`src/rtl/alsu_cmd_queue.sv`:
```
// Command sequencer upstream of the ALSU: a DEPTH-entry command FIFO feeding a
// two-state issue FSM that replays each command for rpt+1 consecutive cycles.
module alsu_cmd_queue #(
  parameter int DEPTH = 8
) (
  input  logic                     clk,
  input  logic                     rst,
  input  logic                     flush,
  input  logic                     cmd_valid,
  output logic                     cmd_ready,
  input  logic [19:0]              cmd_data,
  output logic [2:0]               a_o,
  output logic [2:0]               b_o,
  output logic [2:0]               opcode_o,
  output logic                     cin_o,
  output logic                     serial_in_o,
  output logic                     direction_o,
  output logic                     red_op_A_o,
  output logic                     red_op_B_o,
  output logic                     bypass_A_o,
  output logic                     bypass_B_o,
  output logic                     issue_valid,
  output logic [$clog2(DEPTH):0]   count,
  output logic                     full,
  output logic                     empty
);

  localparam int AW = $clog2(DEPTH);
  localparam int CW = AW + 1;

  typedef enum logic {IDLE, ISSUE} state_t;

  logic [19:0]   mem [DEPTH];
  logic [AW-1:0] wr_ptr_reg, wr_ptr_next;
  logic [AW-1:0] rd_ptr_reg, rd_ptr_next;
  logic [CW-1:0] count_reg, count_next;
  logic [3:0]    rep_cnt_reg, rep_cnt_next;
  logic [15:0]   out_reg, out_next;
  logic          issue_valid_reg, issue_valid_next;
  state_t        state_reg, state_next;

  logic          push;
  logic          pop;
  logic [19:0]   head;

  assign full      = (count_reg == CW'(DEPTH));
  assign empty     = (count_reg == '0);
  assign cmd_ready = ~full & ~flush;
  assign push      = cmd_valid & cmd_ready;
  assign head      = mem[rd_ptr_reg];

  // Storage has no reset; occupancy is tracked entirely by the pointers and count.
  always_ff @(posedge clk) begin
    if (push) begin
      mem[wr_ptr_reg] <= cmd_data;
    end
  end

  always_comb begin
    state_next       = state_reg;
    rep_cnt_next     = rep_cnt_reg;
    out_next         = out_reg;
    issue_valid_next = issue_valid_reg;
    pop              = 1'b0;

    case (state_reg)
      IDLE: begin
        if (!empty) begin
          pop              = 1'b1;
          out_next         = head[15:0];
          rep_cnt_next     = head[19:16];
          issue_valid_next = 1'b1;
          state_next       = ISSUE;
        end else begin
          out_next         = '0;
          issue_valid_next = 1'b0;
        end
      end
      ISSUE: begin
        if (rep_cnt_reg != 4'd0) begin
          rep_cnt_next = rep_cnt_reg - 4'd1;
        end else if (!empty) begin
          // Back-to-back issue: the next command follows with no idle cycle.
          pop              = 1'b1;
          out_next         = head[15:0];
          rep_cnt_next     = head[19:16];
          issue_valid_next = 1'b1;
        end else begin
          out_next         = '0;
          issue_valid_next = 1'b0;
          state_next       = IDLE;
        end
      end
      default: begin
        state_next = IDLE;
      end
    endcase

    if (flush) begin
      pop              = 1'b0;
      out_next         = '0;
      rep_cnt_next     = '0;
      issue_valid_next = 1'b0;
      state_next       = IDLE;
    end
  end

  always_comb begin
    wr_ptr_next = wr_ptr_reg;
    rd_ptr_next = rd_ptr_reg;
    count_next  = count_reg;
    if (flush) begin
      wr_ptr_next = '0;
      rd_ptr_next = '0;
      count_next  = '0;
    end else begin
      if (push) begin
        wr_ptr_next = wr_ptr_reg + AW'(1);
      end
      if (pop) begin
        rd_ptr_next = rd_ptr_reg + AW'(1);
      end
      if (push && !pop) begin
        count_next = count_reg + CW'(1);
      end else if (pop && !push) begin
        count_next = count_reg - CW'(1);
      end
    end
  end

  always_ff @(posedge clk or posedge rst) begin
    if (rst) begin
      state_reg       <= IDLE;
      wr_ptr_reg      <= '0;
      rd_ptr_reg      <= '0;
      count_reg       <= '0;
      rep_cnt_reg     <= '0;
      out_reg         <= '0;
      issue_valid_reg <= 1'b0;
    end else begin
      state_reg       <= state_next;
      wr_ptr_reg      <= wr_ptr_next;
      rd_ptr_reg      <= rd_ptr_next;
      count_reg       <= count_next;
      rep_cnt_reg     <= rep_cnt_next;
      out_reg         <= out_next;
      issue_valid_reg <= issue_valid_next;
    end
  end

  assign a_o         = out_reg[2:0];
  assign b_o         = out_reg[5:3];
  assign opcode_o    = out_reg[8:6];
  assign cin_o       = out_reg[9];
  assign serial_in_o = out_reg[10];
  assign direction_o = out_reg[11];
  assign red_op_A_o  = out_reg[12];
  assign red_op_B_o  = out_reg[13];
  assign bypass_A_o  = out_reg[14];
  assign bypass_B_o  = out_reg[15];
  assign issue_valid = issue_valid_reg;
  assign count       = count_reg;

endmodule

```
`config.mk`:
```
export PLATFORM = sky130hd
export DESIGN_NAME = alsu_cmd_queue
export DESIGN_NICKNAME = d
export VERILOG_FILES = /design/src/rtl/alsu_cmd_queue.sv
export SDC_FILE = /design/constraint.sdc
export NUM_CORES = 1
export LEC_CHECK = 0
export CAP_MARGIN = 20
export CORE_ASPECT_RATIO = 2
export CORE_MARGIN = 4
export CORE_UTILIZATION = 60
export DETAILED_ROUTE_END_ITERATION = 8
export GPL_TIMING_DRIVEN = 0
export PLACE_DENSITY = 0.81
export SYNTH_ARGS = -nofsm -noshare
export SYNTH_HDL_FRONTEND = slang
export SYNTH_SLANG_ARGS = --single-unit
```
`constraint.sdc`:
```
create_clock -name clk -period 7.2 [get_ports clk]
set_input_delay 0.72 -clock clk [delete_from_list [all_inputs] [get_ports clk]]
set_output_delay 0.72 -clock clk [all_outputs]
set_load 0.005 [all_outputs]
```
==> metrics.cfg <==
[placed_design]
place.gp.congestion = 0.8134
place_ws_ps = 3911
dp_hpwl_mm = 10.07
portBuffers = 47
dpl_cell_area_um2 = 8403

[worst_setup_path]
critical_path.startpoint = flush
crit_path_start_kind = input pin
slowest_delay_ps = 620
reg2reg_slack_ps = 4270
worstPathRequired_ps = 6480
rr_worst_depth = 9
crit_arrival_ps = 2400
cp_max_fo = 10
critPathKind = in -> out
cpMostUsedCell = clkdlybuf4s50_1
end_kind = output pin
r2r_start = count[0]
path_cells = clkdlybuf4s50_1, clkbuf_1, nor2_1, clkdlybuf4s50_1
slowest_stage = clkdlybuf4s50_1

[global_route]
antenna_found_initial = 0
grt_max_degree = 19
grt_usage = 0.2317
grt_first_pass_wirelength_mm = 24.16
grt_pass1_vias = 4238
grt_overflow = 0

[synthesis]
avgSynthCellArea_um2 = 19.11
synth_cell_types = 41
synth_edf_count = 160
syn_area_um2 = 7492
yosys_register_bits = 192
synthesis.nets = 423
yosys_warnings = 0
synthFlopType = edfxtp_1
yosysSeqAreaShare = 0.7482
synth_cells = 392
synth-async-reset-ratio = 0.1667

[clocking]
htreeDepth = 4
post_cts_resized = 0
cts_tree = yes
hold_buffers = 0
numCtsBuffers = 17
clk_pin_slew_worst_paths_ps = 70
post-cts-setup-buffer-count = 0
cts.sink_count = 192
root_buffer = clkbuf_16
clkLatencyLatePin_ps = 430
cts_max_path_buffers = 2

[detailed_routing]
drt_iter0_drc = 308
drc = 0
dr.pass1.iters = 5
wl_mm = 15.33
routedWlPerCell_um = 24.22
vias = 4004
via_per_inst = 6.325
postRouteAntennaNets = 0

[final_layout]
multiInputGateArea_um2 = 1821
postLayoutCellArea_um2 = 8970
regArea_um2 = 5605
syn2layout_area_growth_pct = 19.72
largest_reg_flops = 160
drive_gt1_frac = 0.2181
n_antenna_cell = 0
layout.nets = 504
fillerInstances = 675

[timing]
fmax_mhz = 320.0
final-setup-viol-count = 0
tightestPinTransition_ps = 876.2
min_period_ps = 3125
slew_violations = 0
skew_ps = 9.741
fin_setup_tns_ps = 0
layout_setup_ws_ps = 4075
rsz0062_at_grt = false
fin_crit_sh = 0.4340
hold_viol_final = 0
slew_headroom = 0.4127

[run_status]
outcome = completed

[die]
core_area_um2 = 12200
row_count = 57
start_util = 0.6143
die_x_um = 87.02
die_h_um = 166.0
die-area_um2 = 14450
ios = 48

[power]
p_leak_nw = 3.017
power.density_nw_per_um2 = 338.1
ir_drop_mv = 0.2585

[flow_run]
drv_cap = 0

[worst_hold_path]
worstHoldPathCells = 2
holdCritPathClass = reg -> reg
hold_path_startpoint = out_reg[2]

[per-stage QoR]
step                      hold slack, ps  utilization  std cells  total power (W)
final                              483.4       0.7355        633         0.003033
after global routing               525.2       0.7355        633         0.003175
after CTS                          492.2       0.7355        633         0.003052
after detailed placement           476.5       0.6890        601         0.002157
after global placement             466.9       0.6680        586         0.002115
after floorplan                    473.3            -        392         0.001862
[power by group]
group / internal [W] / total (W) / switching [W]
clock network: 0.000499 / 0.000899 / 0.000400
logic: 0.000398 / 0.000775 / 0.000377
registers: 0.00129 / 0.00136 / 0.0000684
total: 0.00219 / 0.00303 / 0.000846
[synth_stat cells (2+ instances only)]
cell | instances | area share
edfxtp_1 | 160 | 0.64
mux4_2 | 40 | 0.12
dfrtp_1 | 32 | 0.11
nand2_1 | 30 | 0.015
o21ai_0 | 22 | 0.015
mux2i_1 | 20 | 0.027
nor2_1 | 14 | 0.0070
inv_1 | 8 | 0.0040
buf_2 | 7 | 0.0047
clkbuf_1 | 7 | 0.0035
ha_1 | 6 | 0.010
nor3_1 | 5 | 0.0033
a21oi_1 | 3 | 0.0020
nand2b_1 | 3 | 0.0025
xor2_1 | 3 | 0.0035
a211oi_1 | 2 | 0.0020
a21o_1 | 2 | 0.0020
and2_1 | 2 | 0.0017
mux2_2 | 2 | 0.0030
nor2b_1 | 2 | 0.0017
nor4_1 | 2 | 0.0017
[placed cells by master (no fill, tap or decap), types with 7 or more instances in the layout]
cell type / count
edfxtp_1: 160
clkdlybuf4s50_1: 47
mux4_2: 40
dfrtp_1: 32
nand2_1: 30
o21ai_0: 22
mux2i_1: 20
clkbuf_16: 17
nor2_1: 11
clkbuf_1: 9
inv_1: 8
buf_6: 8
buf_2: 7
[kinds of logic (layout without fill, tap and decap cells)]
kind of cell | after synthesis | after routing | share of synthesized area
DFF | 192 | 192 | 0.7482
muxes | 62 | 62 | 0.1500
xor gates and xnor gates | 4 | 4 | 0.004677
AOI/OAI and AO/OA | 38 | 38 | 0.03040
buffers and inverters | 24 | 118 | 0.01336
and+or+nand+nor | 65 | 65 | 0.04075
adders and majority gates | 7 | 7 | 0.01269
[path summary, 6_finish.rpt]
path	end
setup reg to reg	count[3]
min in group asynchronous	out_reg[5]
max in group asynchronous	rd_ptr_reg[0]
hold reg to reg	out_reg[2]
setup / recovery	cmd_ready
hold / removal	out_reg[2]
[layer usage]
metal | wire length, um | up-vias | global-route usage
li1 | - | 1717 | -
met1 | 5540 | 2059 | 0.2953
met2 | 8320 | 180 | 0.3767
met3 | 910 | 48 | 0.05462
met4 | 561 | 0 | 0.1004
met5 | 0 | - | 0
[worst max-delay path: cells and delay by family]
kind                   cells  cell delay (ps)
buffers and inverters      3             1580
and+or+nand+nor            1              110
[final cells by class]
class | instances | share of cell area
buffer | 15 | 0.007253
clock buffer | 21 | 0.05133
clock inverter | 11 | 0.01186
inverter | 9 | 0.003906
multi-input combinational | 176 | 0.2030
sequential | 192 | 0.6249
tap | 147 | 0.02050
timing repair buffer | 62 | 0.07728
Power figures use the tool's default switching activity.
==> RTL edit 1, RTL diff (same settings) <==
The parameter `DEPTH` goes from 8 to 16.
--- a/src/rtl/alsu_cmd_queue.sv
+++ b/src/rtl/alsu_cmd_queue.sv
@@ -2,5 +2,5 @@
 // two-state issue FSM that replays each command for rpt+1 consecutive cycles.
 module alsu_cmd_queue #(
-  parameter int DEPTH = 8
+  parameter int DEPTH = 16
 ) (
   input  logic                     clk,
Ports: changed (resized count); port bits go from 48 to 49. No check against the original RTL was run, so the function may have changed too.
==> RTL edit 1 against the original RTL <==
Register-to-register slack worse by 0.31 ns. Clock power up 88%. Final area rose by 82%. Area after synthesis rose by 87%. Power grew 81%. First-iteration DRC count grew 140%. Die area is 80% higher. Sequential share of layout area is 1.8 points higher. Via count increased by 80%. Sequential cell count increased by 163. Routed wire length rose by 110%. Core utilization fell by 2.2 points. Global-route usage is 3.0 points higher. Critical endpoint is now count[4]. Worst setup slack worse by 0.11 ns.
==> RTL edit 1: results <==
set metrics [dict create \
    route.met3.wl_mm 2.42 \
    numCtsBuffers 28 \
    multi_input_cells 274 \
    crit_slowest_cell "or4_4" \
    swShare_pct 27.6 \
    grt_pass1_wl_mm 48.7 \
    ys_types 50 \
    leakagePower_nw 5.29 \
    synth-seq-area-share_pct 74.9 \
    grt_pass1_vias 7679 \
    drtIter0Drc 735 \
    synth_edf_count 320 \
    place_congestion 0.833 \
    viasPerCell 6.63 \
    ir_worst_vdd_uv 356 \
    ys_async_sr_fraction_pct 9.86 \
    clockBufferDepth 3 \
    multi_input_area_share_pct 20.4 \
    nets 818 \
    largest_reg_flops 320 \
    status "completed" \
    syn2layout_area_growth_pct 16.4 \
    worstSetupStartpoint "count[0]" \
    signal_buffers 109 \
    holdWs_ns 0.501 \
    buf_share_pct 6.51 \
    min_to "out_reg[7]" \
    seqCellArea_sq_um 10500 \
    grt_util_met3_pct 4.00 \
    r2r_slack_ns 3.96 \
    m1WireLength_mm 10.9 \
    synth_top_cells_by_area "edfxtp_1 (69%), mux4_2 (13%), dfrtp_1 (6.3%)" \
    clkCellAreaFrac_pct 6.26 \
    htreeDepth 1 \
    grtUsageTotal_pct 26.2 \
    hpwl_mm 21.1 \
    grt_use_met1_pct 33.4 \
    p_seq_mw 2.43 \
    hold_class "reg2reg" \
    drive_above_1_share_pct 24.5 \
    power_frac_comb_pct 25.0 \
    nClkBuffers 34 \
    place_area_sq_um 15300 \
    nFillCells 1354 \
    slowest_delay_ns 0.61 \
    crit_path_end "count[4]" \
    seq_cells 355 \
    timing.slew.headroom_pct 31.8 \
    dp_cells 1032 \
    fin_cells 1084 \
    path_delay_family "simple AND/OR/NAND/NOR gates" \
    syn_nets 712 \
    clk_latency_ns 0.56 \
    clock_skew_ns 0.0110 \
    grt_max_degree 36 \
    n_all_inverters 14 \
    synth_commonest_cells "edfxtp_1 (320), mux4_2 (80), mux2i_1 (40), dfrtp_1 (35), nor2_1 (29)" \
    crit_arrival_ns 3.68 \
    syn_area_per_cell_sq_um 20.7 \
]
RTL edit 1: changes by cell type in the layout (fill, tap and decap cells not counted), sizes merged, moves of 8 or more:
cell / change
edfxtp: +160
a2bb2oi: +16
nand2: -19
mux4: +40
buf: +27
nor2: +15
and2: +8
mux2i: +20
clkbuf: +17
RTL edit 1: cell families (layout without fill, tap and decap cells):
family                     after synthesis  after routing  share of synthesized area (%)
xor gates and xnor gates                 8              8                          0.500
buffers and inverters                   47            175                           1.58
adders and majority gates               12             12                           1.13
DFF                                    355            355                           74.9
and+or+nand+nor                         75             75                           2.75
muxes                                  121            121                           15.8
AOI/OAI and AO/OA                       58             58                           3.33
RTL edit 1: metrics by stage:
step / setup slack [ns] / power (mW)
3_3_place_gp: 0.765 / 3.76
6_report: 3.96 / 5.49
3_5_place_dp: 3.74 / 3.83
4_1_cts: 3.96 / 5.53
2_1_floorplan: 3.73 / 3.34
5_1_grt: 3.79 / 5.72
==> RTL edit 2, RTL diff (same flow settings) <==
Made on the original files. Put one more register stage on the output `count`, cleared by the reset. The value now appears one clock later. The other outputs are not delayed to match.
--- a/src/rtl/alsu_cmd_queue.sv
+++ b/src/rtl/alsu_cmd_queue.sv
@@ -160,5 +160,11 @@
   assign bypass_B_o  = out_reg[15];
   assign issue_valid = issue_valid_reg;
-  assign count       = count_reg;
+  always_ff @(posedge clk or posedge rst) begin
+    if (rst) begin
+      count <= '0;
+    end else begin
+      count <= count_reg;
+    end
+  end
 
 endmodule
Function: changed (Yosys sat finds a counterexample within 4 cycles, from zero or initial values and one cycle with rst high).
==> RTL edit 2 against the original RTL <==
Sequential cell count increased by 4. Cell count is 0.47% higher. Routed wire length grew 4.9%. Hold slack got worse by 0.0029 ns. Largest cell class unchanged. Power up 3.9%. Area after synthesis rose by 1.3%. Final area increased by 1.3%. Count of clock-buffer cells in the layout down 4. Worst setup slack improved by 0.066 ns. Register-to-register slack worse by 0.05 ns. First-iteration DRC count is 40% higher. Core utilization grew 0.50 points.
==> RTL edit 2: results <==
set metrics [dict create \
    grt_pass1_vias 4386 \
    reg2regPathDepth 11 \
    core-area_sq_um 12300 \
    min_to "count[3]" \
    yosys.area_share.adder_pct 1.25 \
    setup_slack_ns 4.14 \
    p_seq_mw 1.40 \
    status "completed" \
    drtIter0Drc 431 \
    grtUsageTotal_pct 24.0 \
    grt_pass1_wl_mm 25.2 \
    seq_cells 196 \
    viasPerCell 6.38 \
    synth_top_cells_by_area "edfxtp_1 (63%), dfrtp_1 (12%), mux4_2 (12%)" \
    place_congestion 0.803 \
    min_delay_path_depth 0 \
    place_area_sq_um 8470 \
    synth_commonest_cells "edfxtp_1 (160), mux4_2 (40), dfrtp_1 (36), nand2_1 (30), o21ai_0 (22)" \
    p_clk_share_pct 30.3 \
    synth-seq-area-share_pct 75.1 \
    drive_above_1_share_pct 22.3 \
    synth.area.mux_share_pct 14.8 \
    hold_start "count_reg[3]" \
    timing.slew.headroom_pct 37.6 \
    leakagePower_nw 3.08 \
    syn_area_per_cell_sq_um 19.2 \
    p_int_mw 2.21 \
    place_worst_setup_slack_ns 3.95 \
    clock_skew_ns 0.0140 \
    multi_input_area_share_pct 20.0 \
    fin_cells 636 \
    hpwl_mm 10.2 \
    crit_arrival_ns 2.34 \
    dp_cells 604 \
]
-- RTL edit 2: cell count changes in the layout (fill, tap and decap cells not counted), moves of 3 or more --
cell | unedited run | this run
inv_12 | 0 | 3
inv_8 | 0 | 5
clkinv_8 | 0 | 3
dfrtp_1 | 32 | 36
-- RTL edit 2: metal layers --
metal  wire length (um)  part of all wire, %  vias up  track usage [%]
met5                  0                    0        -                0
met4                434                  2.7        0             9.22
met3               1050                  6.6       42             5.88
met2               8740                   54      202             39.4
met1               5860                   36     2079             30.8
li1                   -                    -     1733                -
-- RTL edit 2: metrics by stage --
stage,hold WS [ns],utilization (%)
6_report,0.480,74.1
5_1_grt,0.508,74.1
4_1_cts,0.481,74.1
3_5_place_dp,0.461,69.1
3_3_place_gp,0.442,67.2
2_1_floorplan,0.414,-
